--- src/rtl/alu_sched_pkg.sv ---
// Shared types and constants for the ALU operation scheduler.
// Holds the FSM state encoding, default datapath widths and a saturating
// increment helper used by the optional per-requester statistics counters.
package alu_sched_pkg;

    localparam int ALU_W     = 8;
    localparam int ALU_SEL_W = 4;
    localparam int CNT_W     = 16;

    typedef enum logic [1:0] {
        IDLE = 2'd0,
        EXEC = 2'd1,
        RESP = 2'd2
    } state_t;

    // Increment that sticks at all-ones instead of wrapping to zero.
    function automatic logic [CNT_W-1:0] sat_inc(input logic [CNT_W-1:0] value);
        return (value == {CNT_W{1'b1}}) ? value : value + 1'b1;
    endfunction

endpackage

--- src/rtl/rr_arb2.sv ---
// Two-way round-robin arbiter for the ALU scheduler.
// A lone request is always granted. When both requesters ask at once, the
// one that did not win the previous accepted contest is granted. The
// remembered winner only moves when the caller signals an acceptance, so a
// grant that is never taken does not disturb fairness.
import alu_sched_pkg::*;

module rr_arb2 (
    input  logic       clk,
    input  logic       rst_n,
    input  logic [1:0] req,
    input  logic       en,
    output logic [1:0] gnt
);

    logic last_grant;

    // Grant decision from the current requests and the last accepted winner.
    always_comb begin
        gnt = 2'b00;
        case (req)
            2'b01:   gnt = 2'b01;
            2'b10:   gnt = 2'b10;
            2'b11:   gnt = last_grant ? 2'b01 : 2'b10;
            default: gnt = 2'b00;
        endcase
    end

    // Remember who won; reset favours requester 0 in the first contest.
    always_ff @(posedge clk or negedge rst_n) begin
        if (!rst_n) begin
            last_grant <= 1'b1;
        end else if (en && (gnt != 2'b00)) begin
            last_grant <= gnt[1];
        end
    end

endmodule

--- src/rtl/alu_op_scheduler.sv ---
// ALU operation scheduler: shares one combinational ALU between two
// requesters. An op is accepted by valid/ready, its operands are held on the
// ALU inputs for EXEC_CYC cycles, then result and carry are captured and
// returned on a valid/ready response port tagged with the requester id.
// Only one op is in flight; the FSM runs IDLE -> EXEC -> RESP -> IDLE.
// Optional feature macro: ALU_SCHED_STATS_EN adds saturating 16-bit
// completed-response counters op_cnt0/op_cnt1.
import alu_sched_pkg::*;

module alu_op_scheduler #(
    parameter int WIDTH    = ALU_W,
    parameter int SEL_W    = ALU_SEL_W,
    parameter int EXEC_CYC = 1
) (
    input  logic             clk,
    input  logic             rst_n,
    input  logic             req0_valid,
    output logic             req0_ready,
    input  logic [WIDTH-1:0] req0_a,
    input  logic [WIDTH-1:0] req0_b,
    input  logic [SEL_W-1:0] req0_sel,
    input  logic             req1_valid,
    output logic             req1_ready,
    input  logic [WIDTH-1:0] req1_a,
    input  logic [WIDTH-1:0] req1_b,
    input  logic [SEL_W-1:0] req1_sel,
    output logic [WIDTH-1:0] alu_a,
    output logic [WIDTH-1:0] alu_b,
    output logic [SEL_W-1:0] alu_sel,
    input  logic [WIDTH-1:0] alu_result,
    input  logic             alu_carryout,
    output logic             rsp_valid,
    input  logic             rsp_ready,
    output logic             rsp_id,
    output logic [WIDTH-1:0] rsp_result,
    output logic             rsp_carry,
    output logic             busy
`ifdef ALU_SCHED_STATS_EN
    ,
    output logic [CNT_W-1:0] op_cnt0,
    output logic [CNT_W-1:0] op_cnt1
`endif
);

    // The exec counter is four bits wide, enough for the 1..15 cycle range.
    localparam logic [3:0] EXEC_LOAD = 4'(EXEC_CYC - 1);

    state_t     state;
    logic [3:0] exec_cnt;
    logic       op_id;
    logic [1:0] gnt;
    logic       idle;
    logic       accept;
    logic       rsp_done;

    rr_arb2 u_arb (
        .clk   (clk),
        .rst_n (rst_n),
        .req   ({req1_valid, req0_valid}),
        .en    (accept),
        .gnt   (gnt)
    );

    // Readies are gated by reset so every output reads 0 while reset is held.
    always_comb begin
        idle       = (state == IDLE);
        req0_ready = rst_n && idle && gnt[0];
        req1_ready = rst_n && idle && gnt[1];
        accept     = (req0_valid && req0_ready) || (req1_valid && req1_ready);
        rsp_done   = rsp_valid && rsp_ready;
        busy       = (state != IDLE);
    end

    // Main FSM with operand latch, exec countdown and response capture.
    always_ff @(posedge clk or negedge rst_n) begin
        if (!rst_n) begin
            state      <= IDLE;
            exec_cnt   <= 4'd0;
            op_id      <= 1'b0;
            alu_a      <= '0;
            alu_b      <= '0;
            alu_sel    <= '0;
            rsp_valid  <= 1'b0;
            rsp_id     <= 1'b0;
            rsp_result <= '0;
            rsp_carry  <= 1'b0;
        end else begin
            case (state)
                IDLE: begin
                    if (accept) begin
                        alu_a    <= gnt[1] ? req1_a   : req0_a;
                        alu_b    <= gnt[1] ? req1_b   : req0_b;
                        alu_sel  <= gnt[1] ? req1_sel : req0_sel;
                        op_id    <= gnt[1];
                        exec_cnt <= EXEC_LOAD;
                        state    <= EXEC;
                    end
                end
                EXEC: begin
                    if (exec_cnt == 4'd0) begin
                        rsp_result <= alu_result;
                        rsp_carry  <= alu_carryout;
                        rsp_id     <= op_id;
                        rsp_valid  <= 1'b1;
                        state      <= RESP;
                    end else begin
                        exec_cnt <= exec_cnt - 4'd1;
                    end
                end
                RESP: begin
                    if (rsp_done) begin
                        rsp_valid <= 1'b0;
                        state     <= IDLE;
                    end
                end
                default: begin
                    state <= IDLE;
                end
            endcase
        end
    end

`ifdef ALU_SCHED_STATS_EN
    // Count completed response handshakes per requester, saturating at max.
    always_ff @(posedge clk or negedge rst_n) begin
        if (!rst_n) begin
            op_cnt0 <= '0;
            op_cnt1 <= '0;
        end else if (rsp_done) begin
            if (rsp_id) begin
                op_cnt1 <= sat_inc(op_cnt1);
            end else begin
                op_cnt0 <= sat_inc(op_cnt0);
            end
        end
    end
`endif

endmodule
--- config.mk ---
export PLATFORM = sky130hd
export DESIGN_NAME = alu_op_scheduler
export DESIGN_NICKNAME = d
export VERILOG_FILES = /design/src/rtl/alu_sched_pkg.sv /design/src/rtl/rr_arb2.sv /design/src/rtl/alu_op_scheduler.sv
export SDC_FILE = /design/constraint.sdc
export NUM_CORES = 1
export LEC_CHECK = 0
export CORE_MARGIN = 3
export CORE_UTILIZATION = 42
export CTS_CLUSTER_SIZE = 25
export DETAILED_ROUTE_END_ITERATION = 7
export PLACE_DENSITY_LB_ADDON = 0.15
export SYNTH_ARGS = -nofsm -noshare
export SYNTH_HDL_FRONTEND = slang
export SYNTH_SLANG_ARGS = --single-unit
--- constraint.sdc ---
create_clock -name clk -period 2 [get_ports clk]
set_input_delay 0.6 -clock clk [delete_from_list [all_inputs] [get_ports clk]]
set_output_delay 0.6 -clock clk [all_outputs]
set_load 0.01 [all_outputs]
==> reports/metrics.yaml <==
timing:
  slew_violations: 0
  rsz0062_at_grt: "yes"
  relSlewSlack_pct: 69.31
  timing.final.crit_share_pct: 98.22
  fmax_mhz: 509.0
  final.setup_skew_ps: 4.303
  period_needed_ps: 1964
  setup_tns_ps: 0
  hold_violations: 0
  worst-slew-pin-transition_ps: 460.3
  setup_viol: 0
cells_and_area:
  layout-drive-gt1-share_pct: 35.19
  antennaDiodeCount: 0
  nets: 288
  synthToLayoutAreaGrowth_pct: 52.59
global_route:
  grt_usage_pct: 16.89
  grt.overflow.total: 0
  grt_pass1_wl_mm: 7.845
  antenna_found_initial: 0
  grt_pass1_vias: 1630
  grt_max_degree: 41
die:
  rows: 24
  core_sq_um: 4534
  ios: 88
  die_h_microns: 75.96
  start_util_pct: 45.34
  die_area_sq_um: 5770
  die_w_microns: 75.96
clock_tree:
  max-clock-path-buffers: 2
  path_clk_slew_ps: 80
  cts_tree: "built"
  clk_latency_ps: 290
  htreeDepth: 2
  ctsHoldBuffers: 0
  cts_buffers: 5
  clockRootBuffer: "clkbuf_8"
  numClockSinks: 39
power:
  power.switching_w: 0.001365
  p_clk_share_pct: 12.5
  p_comb_share_pct: 53.7
  p_per_area_nw_per_um2: 1362
  internal_power_w: 0.002907
  power_frac_seq_pct: 33.8
  cellLeakagePower_nw: 1.414
  vdd_drop_max_mv: 0.6293
  power_w: 0.004272
  switching_share_pct: 31.95
setup_path:
  required_ps: 1400
  reg2reg_depth: 7
  r2r_start: "state[1]$_DFFE_PN0P_"
  endpoint_kind: "output pin"
  crit-reg2reg-capture: "alu_sel[0]$_DFFE_PN0P_"
  cp_slowest_stage_delay_ps: 410
  critical_path_class: "flip-flop to output pin"
  r2r_slack_ps: 210
  crit_path_cell_trace: "nor3b_4 -> buf_4 -> and2_4 -> buf_6"
  startpoint_type: "flip-flop"
  cp_slowest_cell: "dfrtp_1"
  arrival_ps: 1360
  crit_path_max_fanout: 2
yosys:
  ys_seq_area_share_pct: 47.53
  ys_types: 32
  ys.warnings.count: 0
  ys_ff_latch: 39
  syn-cell-area_sq_um: 2056
  netlist_instances: 132
  synth_area_per_cell_sq_um: 15.57
  synth_nets: 188
flow_run:
  cap_violations: 0
route:
  drc_errors: 0
  drtPass1Iterations: 4
  ant_nets: 0
  avgViaCountPerCell: 4.849
  drt_iter0_markers: 59
  num_vias: 1445
  drt-total-wl_mm: 4.738
  wl_per_cell_microns: 15.90
placed_design:
  io_buffers: 87
  routabilityCongestion: 0.6957
  place_hpwl_mm: 3.654
worst_hold_path:
  worst_hold_path_type: "input port to async pin"
status:
  status: "finished, final reports clean"
cell usage after synthesis, drive strengths merged:
library cell  instances  area, sq um
mux2                 50        731.9
dfrtp                38        950.9
buf                   5        73.82
nand2                 5        21.27
a21oi                 3        15.01
inv                   3        11.26
a21o                  2        15.01
ha                    2        25.02
nand3b                2        15.01
nor2                  2        7.510
nor3b                 2        31.28
o21ai                 2        10.01
a21boi                1        11.26
a221oi                1        8.760
a31oi                 1        6.260
a32o                  1        10.01
and2                  1        6.260
and2b                 1        7.510
dfstp                 1        26.28
mux2i                 1        10.01
nand2b                1        6.260
nand4                 1        6.260
nor2b                 1        6.260
o21a                  1        15.01
o22ai                 1        6.260
o41ai                 1        8.760
or2                   1        6.260
or3                   1        6.260
registers in the layout, indices dropped and copies added (netlist names):
signal and cells:
alu_b 8, alu_sel 4, state 2, rsp_result 8, alu_a 8, rsp_carry 1, u_arb.last_grant 1, rsp_id 1
exec_cnt 4, rsp_valid 1, op_id 1
metrics by stage:
| stage | util [%] | hold slack (ps) | instances | worst slack [ps] | instance area (sq um) |
|---|---|---|---|---|---|
| final | 69.18 | 316.6 | 298 | 35.53 | 3137 |
| after global routing | 69.18 | 353.8 | 298 | -9.507 | 3137 |
| after CTS | 69.07 | 388.3 | 298 | 17.13 | 3132 |
| after detailed placement | 66.97 | 492.3 | 289 | -732.2 | 3037 |
| after floorplan | - | 304.4 | 132 | 188.3 | 2056 |
| after global placement | 66.97 | 485.6 | 289 | -662.2 | 3037 |
how the worst max path moves through the flow:
stage               slack (ps)                 start         end
floorplan                  190            req1_valid  req1_ready
global placement          -660            req1_valid  req1_ready
detailed placement        -730            req1_valid  req1_ready
CTS                         20  state[1]$_DFFE_PN0P_  req1_ready
global route               -10  state[1]$_DFFE_PN0P_  req1_ready
finish                      40  state[1]$_DFFE_PN0P_  req1_ready
placed cells by master (no fill, tap or decap), types with 3 or more instances in the layout:
cell type | Yosys | layout
mux2_4 | 45 | 45
inv_1 | 3 | 3
clkbuf_8 | 0 | 5
dfrtp_1 | 38 | 38
a21oi_1 | 3 | 3
nand2_1 | 4 | 4
mux2_2 | 5 | 5
clkdlybuf4s50_1 | 0 | 81
buf_4 | 0 | 8
routing by layer:
layer,vias up,wire length [microns],track usage [%]
met1,723,1943,21.00
li1,672,-,-
met5,-,0,0
met4,0,24,3.261
met3,3,253,4.384
met2,47,2516,29.79
timing repair:
item / in CTS / in global routing
endpoints found under the setup margin: 23 / 5
resized for setup: 17 / 3
pin swaps: 2 / 0
buffers inserted: 1 / 0
layout make-up:
| type | instances | area, sq um |
|---|---|---|
| clock inverter | 3 | 20.02 |
| inverter | 3 | 11.26 |
| tap | 65 | 81.33 |
| timing repair buffer | 98 | 968.4 |
| sequential | 39 | 977.2 |
| fill | 317 | 1398 |
| multi-input combinational | 85 | 1010 |
| clock buffer | 5 | 68.82 |
power by group through the flow:
stage,sequential (W),clock (W),combinational [W]
after floorplan,0.00157,0,0.00113
after global placement,0.00143,0,0.00223
after detailed placement,0.00144,0,0.00232
after CTS,0.00144,0.000543,0.00232
after global routing,0.00151,0.000570,0.00245
final,0.00145,0.000534,0.00229
critical path, delay by kind of cell (launching register included):
family                 cells  cell delay (ps)
AND/OR/NAND/NOR            2              410
flip-flops                 1              410
buffers and inverters      2              250
cells by family after synthesis:
| logic type | synth area share, % |
|---|---|
| adder cells (fa/ha/maj) | 1.217 |
| flip-flops | 47.54 |
| AO/OA/AOI/OAI | 5.173 |
| AND/OR/NAND/NOR | 5.844 |
| multiplexers | 36.09 |
| buffers and inverters | 4.139 |
Note: power is estimated with default switching activity, not from simulation.
